==> src/rtl/link_latency_monitor_pkg.sv <==
// Shared types and helpers for the multi-lane link latency monitor.
//   lane_state_e     : per-lane RX checker state
//   k_width()        : K-flag width for a given symbol width
//   cnt_width()      : counter width able to hold 0..max_val
//   Idle*Default     : default IDLE word / K-flags before zero-extension
package link_latency_monitor_pkg;

   typedef enum logic [2:0] {
      StUnsync,
      StBlind,
      StAlign,
      StCheck,
      StFail
   } lane_state_e;

   localparam logic [15:0] IdleWordDefault = 16'hbc95;
   localparam logic [1:0]  IdleKDefault    = 2'b10;

   function automatic int unsigned k_width(input int unsigned data_width);
      return data_width / 8;
   endfunction

   function automatic int unsigned cnt_width(input int unsigned max_val);
      return (max_val < 2) ? 1 : $clog2(max_val + 1);
   endfunction

endpackage

==> src/rtl/link_latency_lane.sv <==
// One RX lane checker: comma alignment FSM, elastic-buffer health, latency statistics.
//   clk_i / rst_n_i      : clock, asynchronous active-low reset
//   clear_i              : clear statistics and sticky flags (FSM FAIL -> ALIGN)
//   ts_i                 : shared free-running timestamp
//   rx_data_i / rx_k_i   : received symbol and K-flags
//   rx_synced_i          : comma alignment achieved
//   rx_buf_err_i         : elastic buffer over/underflow
//   rx_rdy_i             : local RX ready
//   rx_resync_o          : realignment request
//   fail_o               : lane failed or not yet passed
//   fail_comma_o         : sticky wrong-comma flag
//   fail_buffer_o        : sticky buffer-error flag
//   latency_*_o          : last/min/max latency and accumulated sum
// Build option: LINK_LATENCY_MONITOR_SUM_EN builds the saturating latency accumulator.
module link_latency_lane
   import link_latency_monitor_pkg::*;
#(
   parameter int unsigned                  g_DATA_WIDTH          = 16,
   parameter int unsigned                  g_K_WIDTH             = 2,
   parameter logic [g_DATA_WIDTH-1:0]      g_IDLE_W              = '0,
   parameter logic [g_K_WIDTH-1:0]         g_IDLE_K_W            = '0,
   parameter int unsigned                  g_BLIND_PERIOD        = 10,
   parameter int unsigned                  g_NUM_SUCCESSFUL_DATA = 1000
) (
   input  logic                        clk_i,
   input  logic                        rst_n_i,
   input  logic                        clear_i,
   input  logic [g_DATA_WIDTH-1:0]     ts_i,
   input  logic [g_DATA_WIDTH-1:0]     rx_data_i,
   input  logic [g_K_WIDTH-1:0]        rx_k_i,
   input  logic                        rx_synced_i,
   input  logic                        rx_buf_err_i,
   input  logic                        rx_rdy_i,
   output logic                        rx_resync_o,
   output logic                        fail_o,
   output logic                        fail_comma_o,
   output logic                        fail_buffer_o,
   output logic [g_DATA_WIDTH-1:0]     latency_last_o,
   output logic [g_DATA_WIDTH-1:0]     latency_min_o,
   output logic [g_DATA_WIDTH-1:0]     latency_max_o,
   output logic [g_DATA_WIDTH+15:0]    latency_sum_o
);

   localparam int unsigned BlindW = cnt_width(g_BLIND_PERIOD);
   localparam int unsigned SampW  = cnt_width(g_NUM_SUCCESSFUL_DATA);
   localparam int unsigned SumW   = g_DATA_WIDTH + 16;
   localparam logic [BlindW-1:0] BlindLast = BlindW'(g_BLIND_PERIOD - 1);
   localparam logic [SampW-1:0]  SampMax   = SampW'(g_NUM_SUCCESSFUL_DATA);

   lane_state_e               state_q, state_d;
   logic [BlindW-1:0]         blind_q, blind_d;
   logic                      comma_q, comma_d;
   logic                      buffer_q, buffer_d;
   logic                      resync_q;
   logic [SampW-1:0]          samp_cnt_q, samp_cnt_d;
   logic [g_DATA_WIDTH-1:0]   lat_q, lat_d;
   logic                      lat_vld_q, lat_vld_d;
   logic [g_DATA_WIDTH-1:0]   last_q, last_d, min_q, min_d, max_q, max_d;
   logic                      is_idle, k_zero;

   assign is_idle = (rx_data_i == g_IDLE_W) && (rx_k_i == g_IDLE_K_W);
   assign k_zero  = (rx_k_i == '0);

   // Lane FSM and sticky flags. Clear is applied first so a same-cycle comma error still
   // lands; loss of sync overrides everything.
   always_comb begin
      state_d   = state_q;
      blind_d   = blind_q;
      comma_d   = comma_q;
      buffer_d  = buffer_q;
      lat_vld_d = 1'b0;
      if (clear_i) begin
         comma_d  = 1'b0;
         buffer_d = 1'b0;
      end
      unique case (state_q)
         StUnsync: begin
            blind_d = '0;
            if (rx_synced_i) state_d = StBlind;
         end
         StBlind: begin
            if (blind_q == BlindLast) state_d = StAlign;
            else                      blind_d = blind_q + 1'b1;
         end
         StAlign: begin
            if (is_idle) begin
               state_d = StCheck;
            end else if (!k_zero) begin
               state_d = StFail;
               comma_d = 1'b1;
            end
         end
         StCheck: begin
            if (k_zero) begin
               lat_vld_d = ~clear_i;
            end else if (!is_idle) begin
               state_d = StFail;
               comma_d = 1'b1;
            end
         end
         StFail: begin
            if (clear_i) state_d = StAlign;
         end
         default: state_d = StUnsync;
      endcase
      if (rx_buf_err_i && rx_synced_i && (state_q != StUnsync)) buffer_d = 1'b1;
      if (!rx_synced_i) begin
         state_d   = StUnsync;
         comma_d   = 1'b0;
         buffer_d  = 1'b0;
         lat_vld_d = 1'b0;
      end
   end

   // Modular subtraction keeps the result correct across timestamp wrap.
   assign lat_d = ts_i - rx_data_i;

   always_comb begin
      samp_cnt_d = samp_cnt_q;
      if (!rx_synced_i || clear_i) begin
         samp_cnt_d = '0;
      end else if (lat_vld_q && (samp_cnt_q != SampMax)) begin
         samp_cnt_d = samp_cnt_q + 1'b1;
      end
   end

   always_comb begin
      last_d = last_q;
      min_d  = min_q;
      max_d  = max_q;
      if (clear_i) begin
         last_d = '0;
         min_d  = '1;
         max_d  = '0;
      end else if (lat_vld_q) begin
         last_d = lat_q;
         if (lat_q < min_q) min_d = lat_q;
         if (lat_q > max_q) max_d = lat_q;
      end
   end

   always_ff @(posedge clk_i or negedge rst_n_i) begin
      if (!rst_n_i) begin
         state_q    <= StUnsync;
         blind_q    <= '0;
         comma_q    <= 1'b0;
         buffer_q   <= 1'b0;
         resync_q   <= 1'b0;
         samp_cnt_q <= '0;
         lat_q      <= '0;
         lat_vld_q  <= 1'b0;
         last_q     <= '0;
         min_q      <= '1;
         max_q      <= '0;
      end else begin
         state_q    <= state_d;
         blind_q    <= blind_d;
         comma_q    <= comma_d;
         buffer_q   <= buffer_d;
         resync_q   <= rx_rdy_i & ~rx_synced_i;
         samp_cnt_q <= samp_cnt_d;
         lat_q      <= lat_d;
         lat_vld_q  <= lat_vld_d;
         last_q     <= last_d;
         min_q      <= min_d;
         max_q      <= max_d;
      end
   end

`ifdef LINK_LATENCY_MONITOR_SUM_EN
   logic [SumW-1:0] sum_q, sum_d;
   logic [SumW:0]   sum_ext;

   always_comb begin
      sum_ext = {1'b0, sum_q} + {{(SumW + 1 - g_DATA_WIDTH){1'b0}}, lat_q};
      sum_d   = sum_q;
      if (clear_i) begin
         sum_d = '0;
      end else if (lat_vld_q) begin
         sum_d = sum_ext[SumW] ? '1 : sum_ext[SumW-1:0];
      end
   end

   always_ff @(posedge clk_i or negedge rst_n_i) begin
      if (!rst_n_i) sum_q <= '0;
      else          sum_q <= sum_d;
   end

   assign latency_sum_o = sum_q;
`else
   assign latency_sum_o = '0;
`endif

   assign rx_resync_o    = resync_q;
   assign fail_comma_o   = comma_q;
   assign fail_buffer_o  = buffer_q;
   assign fail_o         = (samp_cnt_q != SampMax) | comma_q | buffer_q;
   assign latency_last_o = last_q;
   assign latency_min_o  = min_q;
   assign latency_max_o  = max_q;

endmodule

==> src/rtl/link_latency_monitor.sv <==
// Multi-lane MGT loopback latency monitor. Generates a timestamped TX stream with periodic
// IDLE commas per lane and checks each RX lane for alignment, buffer health and latency.
//   clk_i, rst_n_i       : single clock, asynchronous active-low reset
//   clear_i              : clear statistics and sticky flags on all lanes
//   tx_data_o / tx_k_o   : TX symbols / K-flags, lane n at [n*W +: W] / [n*K +: K]
//   rx_data_i / rx_k_i   : RX symbols / K-flags
//   rx_synced_i, rx_buf_err_i, rx_rdy_i, rx_remote_rdy_i : per-lane PHY status
//   rx_resync_o, fail_o, fail_comma_o, fail_buffer_o     : per-lane status
//   latency_last_o/min_o/max_o (W per lane), latency_sum_o (W+16 per lane)
// Build option: define LINK_LATENCY_MONITOR_SUM_EN to build the latency accumulators;
// otherwise latency_sum_o is tied to zero.
module link_latency_monitor
   import link_latency_monitor_pkg::*;
#(
   parameter int unsigned g_NUM_LANES           = 4,
   parameter int unsigned g_DATA_WIDTH          = 16,
   parameter logic [15:0] g_IDLE                = IdleWordDefault,
   parameter logic [1:0]  g_IDLE_K              = IdleKDefault,
   parameter int unsigned g_IDLE_PERIOD         = 193,
   parameter int unsigned g_BLIND_PERIOD        = 10,
   parameter int unsigned g_NUM_SUCCESSFUL_DATA = 1000
) (
   input  logic                                          clk_i,
   input  logic                                          rst_n_i,
   input  logic                                          clear_i,
   output logic [g_NUM_LANES*g_DATA_WIDTH-1:0]           tx_data_o,
   output logic [g_NUM_LANES*(g_DATA_WIDTH/8)-1:0]       tx_k_o,
   input  logic [g_NUM_LANES*g_DATA_WIDTH-1:0]           rx_data_i,
   input  logic [g_NUM_LANES*(g_DATA_WIDTH/8)-1:0]       rx_k_i,
   input  logic [g_NUM_LANES-1:0]                        rx_synced_i,
   input  logic [g_NUM_LANES-1:0]                        rx_buf_err_i,
   input  logic [g_NUM_LANES-1:0]                        rx_rdy_i,
   input  logic [g_NUM_LANES-1:0]                        rx_remote_rdy_i,
   output logic [g_NUM_LANES-1:0]                        rx_resync_o,
   output logic [g_NUM_LANES-1:0]                        fail_o,
   output logic [g_NUM_LANES-1:0]                        fail_comma_o,
   output logic [g_NUM_LANES-1:0]                        fail_buffer_o,
   output logic [g_NUM_LANES*g_DATA_WIDTH-1:0]           latency_last_o,
   output logic [g_NUM_LANES*g_DATA_WIDTH-1:0]           latency_min_o,
   output logic [g_NUM_LANES*g_DATA_WIDTH-1:0]           latency_max_o,
   output logic [g_NUM_LANES*(g_DATA_WIDTH+16)-1:0]      latency_sum_o
);

   localparam int unsigned N  = g_NUM_LANES;
   localparam int unsigned W  = g_DATA_WIDTH;
   localparam int unsigned K  = k_width(g_DATA_WIDTH);
   localparam int unsigned SW = W + 16;
   localparam int unsigned IdleCntW = cnt_width(g_IDLE_PERIOD - 1);
   localparam logic [IdleCntW-1:0] IdleLast = IdleCntW'(g_IDLE_PERIOD - 1);
   localparam logic [W-1:0] IdleW  = W'(g_IDLE);
   localparam logic [K-1:0] IdleKW = K'(g_IDLE_K);

   logic [W-1:0]         ts_q;
   logic [IdleCntW-1:0]  idle_cnt_q;
   logic [N*W-1:0]       tx_data_q, tx_data_d;
   logic [N*K-1:0]       tx_k_q, tx_k_d;

   always_comb begin
      tx_data_d = tx_data_q;
      tx_k_d    = tx_k_q;
      for (int n = 0; n < int'(N); n++) begin
         if (!rx_remote_rdy_i[n] || (idle_cnt_q == '0)) begin
            tx_data_d[n*W +: W] = IdleW;
            tx_k_d[n*K +: K]    = IdleKW;
         end else begin
            tx_data_d[n*W +: W] = ts_q;
            tx_k_d[n*K +: K]    = '0;
         end
      end
   end

   always_ff @(posedge clk_i or negedge rst_n_i) begin
      if (!rst_n_i) begin
         ts_q       <= '0;
         idle_cnt_q <= '0;
         tx_data_q  <= {N{IdleW}};
         tx_k_q     <= {N{IdleKW}};
      end else begin
         ts_q       <= ts_q + 1'b1;
         idle_cnt_q <= (idle_cnt_q == IdleLast) ? '0 : idle_cnt_q + 1'b1;
         tx_data_q  <= tx_data_d;
         tx_k_q     <= tx_k_d;
      end
   end

   assign tx_data_o = tx_data_q;
   assign tx_k_o    = tx_k_q;

   for (genvar n = 0; n < N; n++) begin : g_lane
      link_latency_lane #(
         .g_DATA_WIDTH          (W),
         .g_K_WIDTH             (K),
         .g_IDLE_W              (IdleW),
         .g_IDLE_K_W            (IdleKW),
         .g_BLIND_PERIOD        (g_BLIND_PERIOD),
         .g_NUM_SUCCESSFUL_DATA (g_NUM_SUCCESSFUL_DATA)
      ) u_lane (
         .clk_i          (clk_i),
         .rst_n_i        (rst_n_i),
         .clear_i        (clear_i),
         .ts_i           (ts_q),
         .rx_data_i      (rx_data_i[n*W +: W]),
         .rx_k_i         (rx_k_i[n*K +: K]),
         .rx_synced_i    (rx_synced_i[n]),
         .rx_buf_err_i   (rx_buf_err_i[n]),
         .rx_rdy_i       (rx_rdy_i[n]),
         .rx_resync_o    (rx_resync_o[n]),
         .fail_o         (fail_o[n]),
         .fail_comma_o   (fail_comma_o[n]),
         .fail_buffer_o  (fail_buffer_o[n]),
         .latency_last_o (latency_last_o[n*W +: W]),
         .latency_min_o  (latency_min_o[n*W +: W]),
         .latency_max_o  (latency_max_o[n*W +: W]),
         .latency_sum_o  (latency_sum_o[n*SW +: SW])
      );
   end

endmodule
==> config.mk <==
export PLATFORM = sky130hd
export DESIGN_NAME = link_latency_monitor
export DESIGN_NICKNAME = d
export VERILOG_FILES = /design/src/rtl/link_latency_monitor_pkg.sv /design/src/rtl/link_latency_lane.sv /design/src/rtl/link_latency_monitor.sv
export SDC_FILE = /design/constraint.sdc
export NUM_CORES = 1
export LEC_CHECK = 0
export CAP_MARGIN = 10
export CORE_MARGIN = 2
export CORE_UTILIZATION = 40
export CTS_CLUSTER_SIZE = 20
export DETAILED_ROUTE_END_ITERATION = 8
export PLACE_DENSITY_LB_ADDON = 0.25
export SLEW_MARGIN = 10
export SYNTH_ARGS = -nofsm -noshare
export SYNTH_HDL_FRONTEND = slang
export SYNTH_SLANG_ARGS = --single-unit
==> constraint.sdc <==
create_clock -name clk_i -period 3.4 [get_ports clk_i]
set_input_delay 0.68 -clock clk_i [delete_from_list [all_inputs] [get_ports clk_i]]
set_output_delay 0.68 -clock clk_i [all_outputs]
set_load 0.01 [all_outputs]
==> impl_metrics.env <==
export IMPL_critPathLaunchType="flip-flop"
export IMPL_route_antenna_remaining_nets=0
export IMPL_syn_to_final_growth_pct=23.6
export IMPL_timing_max_cap_violations=0
export IMPL_postSynthRegisterBits=432
export IMPL_dominantRegCellSynth="sky130_fd_sc_hd__dfrtp_1"
export IMPL_drc_errors=0
export IMPL_cell_type_with_the_highest_aggregate_area_in_the_netlist="sky130_fd_sc_hd__dfrtp_1"
export IMPL_grt_pass1_wl_microns=113000
export IMPL_ctsRootBufferMaster="sky130_fd_sc_hd__clkbuf_16"
export IMPL_route_vias_total=19300
export IMPL_worst_endpoint_arrival_ps=2450
export IMPL_largest_net_degree_at_the_start_of_global_routing=83
export IMPL_tritoncts="done"
export IMPL_setup_viol_count_final=0
export IMPL_critical_path_max_stage_delay_ps=480
export IMPL_critPathKind="reg -> out"
export IMPL_synth_seq_area_share_pct=44.1
export IMPL_worst_slew_margin_rel_pct=40.0
export IMPL_layout_drive_gt1_share_pct=9.04
export IMPL_cellLeakagePower_nw=14.0
export IMPL_cp_end_kind="output pin"
export IMPL_syn_mean_instance_area_sq_um=9.75
export IMPL_post_synth_main_area_contributors="sky130_fd_sc_hd__dfrtp_1, sky130_fd_sc_hd__dfstp_2, sky130_fd_sc_hd__ha_1"
export IMPL_layoutNonFillerInstCount=3753
export IMPL_cts_repair_timing_setup_buffer_count=0
export IMPL_post_synth_top_area_fraction_pct=33.1
export IMPL_number_of_antenna_violations_at_the_first_check_in_global_routing=2
export IMPL_clk_pin_slew_ps=60
export IMPL_cp_top_family="simple AND/OR/NAND/NOR gates"
export IMPL_min_path_type="in -> async"
export IMPL_outcome="finished clean"
export IMPL_postSynth_asyncResetShare_pct=100
export IMPL_layout_nets=3219
export IMPL_die_height_microns=253
export IMPL_drt_wl_total_microns=73600
export IMPL_clock_tree_buffer_depth=3
export IMPL_drtPass1Iterations=5
export IMPL_cts_hold_buffers_added=0
export IMPL_finalClockSkew_ps=20.9
export IMPL_setup_repair_after_global_routing_missed_its_margin="no"
export IMPL_final_number_of_hold_violating_endpoints=0
export IMPL_power_per_cell_area_mw_per_mm2=418
export IMPL_io_pins=499
export IMPL_post_drt_via_cell_ratio=5.13
export IMPL_timing_critical_path_cells="inv_1, ha_1, and3_1, nand4_1, or3_1, clkdlybuf4s50_1"
export IMPL_wl_per_cell_microns=19.6
export IMPL_final_min_period_over_clock_period_pct=91.9
export IMPL_grt_overflow_total=0
export IMPL_floorplan_initialDensity_pct=40.4
export IMPL_clk_insertion_delay_late_ps=590
export IMPL_critical_path_max_fanout=4
export IMPL_placed_cells_incl_taps=3659
export IMPL_mappedNetlistArea_sq_mm=0.0248
export IMPL_period_minus_slack_ps=3130
export IMPL_placementRows=91
export IMPL_dieWidth_microns=253
export IMPL_synth_warning_count=0
export IMPL_max_slew_worst_pin_slew_ps=901
export IMPL_antenna_diode_count=0
export IMPL_peak_supply_drop_mv=0.399
export IMPL_maxSlewViolCount=0
export IMPL_gr_usage_all_layers_pct=22.8
export IMPL_number_of_global_route_vias_before_repair=19700
export IMPL_floorplan_core_area_sq_mm=0.0615
export IMPL_cts_sinks=432
export IMPL_cts_h_tree_depth=2
export IMPL_cts_buffers=50
export IMPL_crit_path_top_delay_cell="sky130_fd_sc_hd__clkdlybuf4s50_1"
export IMPL_place_gp_congestion=0.908
export IMPL_netlist_instances=2547
export IMPL_dieArea_sq_mm=0.0641
export IMPL_place_detailed_hpwl_microns=55700
export IMPL_critical_path_buf_inv_count=2
export IMPL_drt_iter0_markers=946
export IMPL_accumulated_negative_setup_slack_ps=0
export IMPL_io_buffer_count=366
export IMPL_worstPathRequired_ps=2720
export IMPL_ctsResizeCount=0
export IMPL_max_clock_freq_mhz=320
export IMPL_synth_enable_flop_cells=0
export IMPL_yosysUniqueCellTypes=72
flip-flops by register name, indices dropped and copies added (netlist names), 8 cells and up:
name                          cells
g_lane.u_lane.latency_max_o      64
ts_q                             16
idle_cnt_q                        8
g_lane.u_lane.state_q            12
g_lane.u_lane.latency_min_o      64
tx_data_o                        64
g_lane.u_lane.latency_last_o     64
g_lane.u_lane.lat_q              64
g_lane.u_lane.samp_cnt_q         40
g_lane.u_lane.blind_q            16
layer usage:
| layer | share of wire [%] | GRT usage (%) |
|---|---|---|
| met5 | 0.015 | 0 |
| met4 | 3.0 | 7.64 |
| met3 | 8.0 | 6.79 |
| met2 | 47 | 38.3 |
| met1 | 42 | 28.0 |
final timing paths:
| path | cells after the start | from | endpoint | slack, ps |
|---|---|---|---|---|
| max | 6 | g_lane[2].u_lane.samp_cnt_q[0]$_DFFE_PN0P_ | fail_o[2] | 270 |
| min | 1 | rst_n_i | g_lane[0].u_lane.latency_max_o[3]$_DFFE_PN0P_ | 110 |
| max reg2reg | 10 | ts_q[0]$_DFF_PN0_ | g_lane[0].u_lane.lat_q[14]$_DFF_PN0_ | 510 |
| min reg2reg | 1 | g_lane[0].u_lane.blind_q[3]$_DFFE_PN0P_ | g_lane[0].u_lane.blind_q[3]$_DFFE_PN0P_ | 490 |
| max in group asynchronous | 2 | rst_n_i | tx_data_o[16]$_DFF_PN1_ | 2370 |
| min in group clk_i | 2 | clear_i | g_lane[3].u_lane.latency_last_o[15]$_DFFE_PN0P_ | 480 |
cells in the mapped netlist (66+ instances only):
library cell / instances
sky130_fd_sc_hd__dfstp_2: 104
sky130_fd_sc_hd__nor2_1: 257
sky130_fd_sc_hd__mux2i_1: 168
sky130_fd_sc_hd__a21oi_1: 80
sky130_fd_sc_hd__nand3_1: 68
sky130_fd_sc_hd__inv_1: 236
sky130_fd_sc_hd__dfrtp_1: 328
sky130_fd_sc_hd__nand2_1: 231
sky130_fd_sc_hd__o211ai_1: 76
sky130_fd_sc_hd__clkbuf_1: 66
sky130_fd_sc_hd__buf_4: 156
sky130_fd_sc_hd__ha_1: 203
layout by cell type, fill, tap and decap left out, drive strengths merged, types with 30 or more instances in the layout:
| cell type | instances |
|---|---|
| conb | 132 |
| nand2 | 231 |
| a21o | 39 |
| nand2b | 43 |
| mux2i | 168 |
| o211ai | 76 |
| xor2 | 42 |
| dfrtp | 328 |
| inv | 237 |
| xnor2 | 61 |
| nand4 | 39 |
| nor2b | 30 |
| and3 | 40 |
| dfstp | 104 |
| buf | 56 |
| nand3 | 68 |
| o21ai | 59 |
| clkdlybuf4s50 | 364 |
| nor2 | 257 |
| a21oi | 89 |
| clkbuf | 76 |
| ha | 203 |
logic make-up after synthesis:
group | after synthesis | share of synthesized area (%)
AO/OA/AOI/OAI | 365 | 10.2
XOR/XNOR | 103 | 3.63
AND/OR/NAND/NOR | 805 | 15.3
flip-flops | 432 | 44.1
buffers and inverters | 466 | 9.43
multiplexers | 168 | 6.77
adder cells (fa/ha/maj) | 207 | 10.6
other | 1 | 0.0151
area by class of cell:
| type | count | area [sq um] |
|---|---|---|
| Multi-Input combinational cell | 1780 | 12000 |
| Timing Repair Buffer | 420 | 4150 |
| Clock buffer | 76 | 1530 |
| Fill cell | 5599 | 30800 |
| Clock inverter | 18 | 151 |
| Sequential cell | 432 | 10900 |
| Tap cell | 790 | 988 |
| Inverter | 237 | 892 |
through the flow:
step / util, % / instance area (sq um) / hold WS [ps] / total power, mW / worst slack, ps
after floorplan: - / 25300 / 384 / 6.88 / 886
after global routing: 49.9 / 30700 / 145 / 13.4 / 166
final: 49.9 / 30700 / 114 / 12.8 / 274
after detailed placement: 47.2 / 29000 / 479 / 7.50 / 48.2
after CTS: 49.9 / 30700 / 102 / 13.0 / 209
after global placement: 47.2 / 29000 / 470 / 7.42 / 124
power by group:
group	internal, mW	switching [mW]
clock network	3.19	2.22
logic	0.709	0.983
registers	5.39	0.332
total	9.29	3.54
No activity file was read; power rests on OpenSTA's default activity.
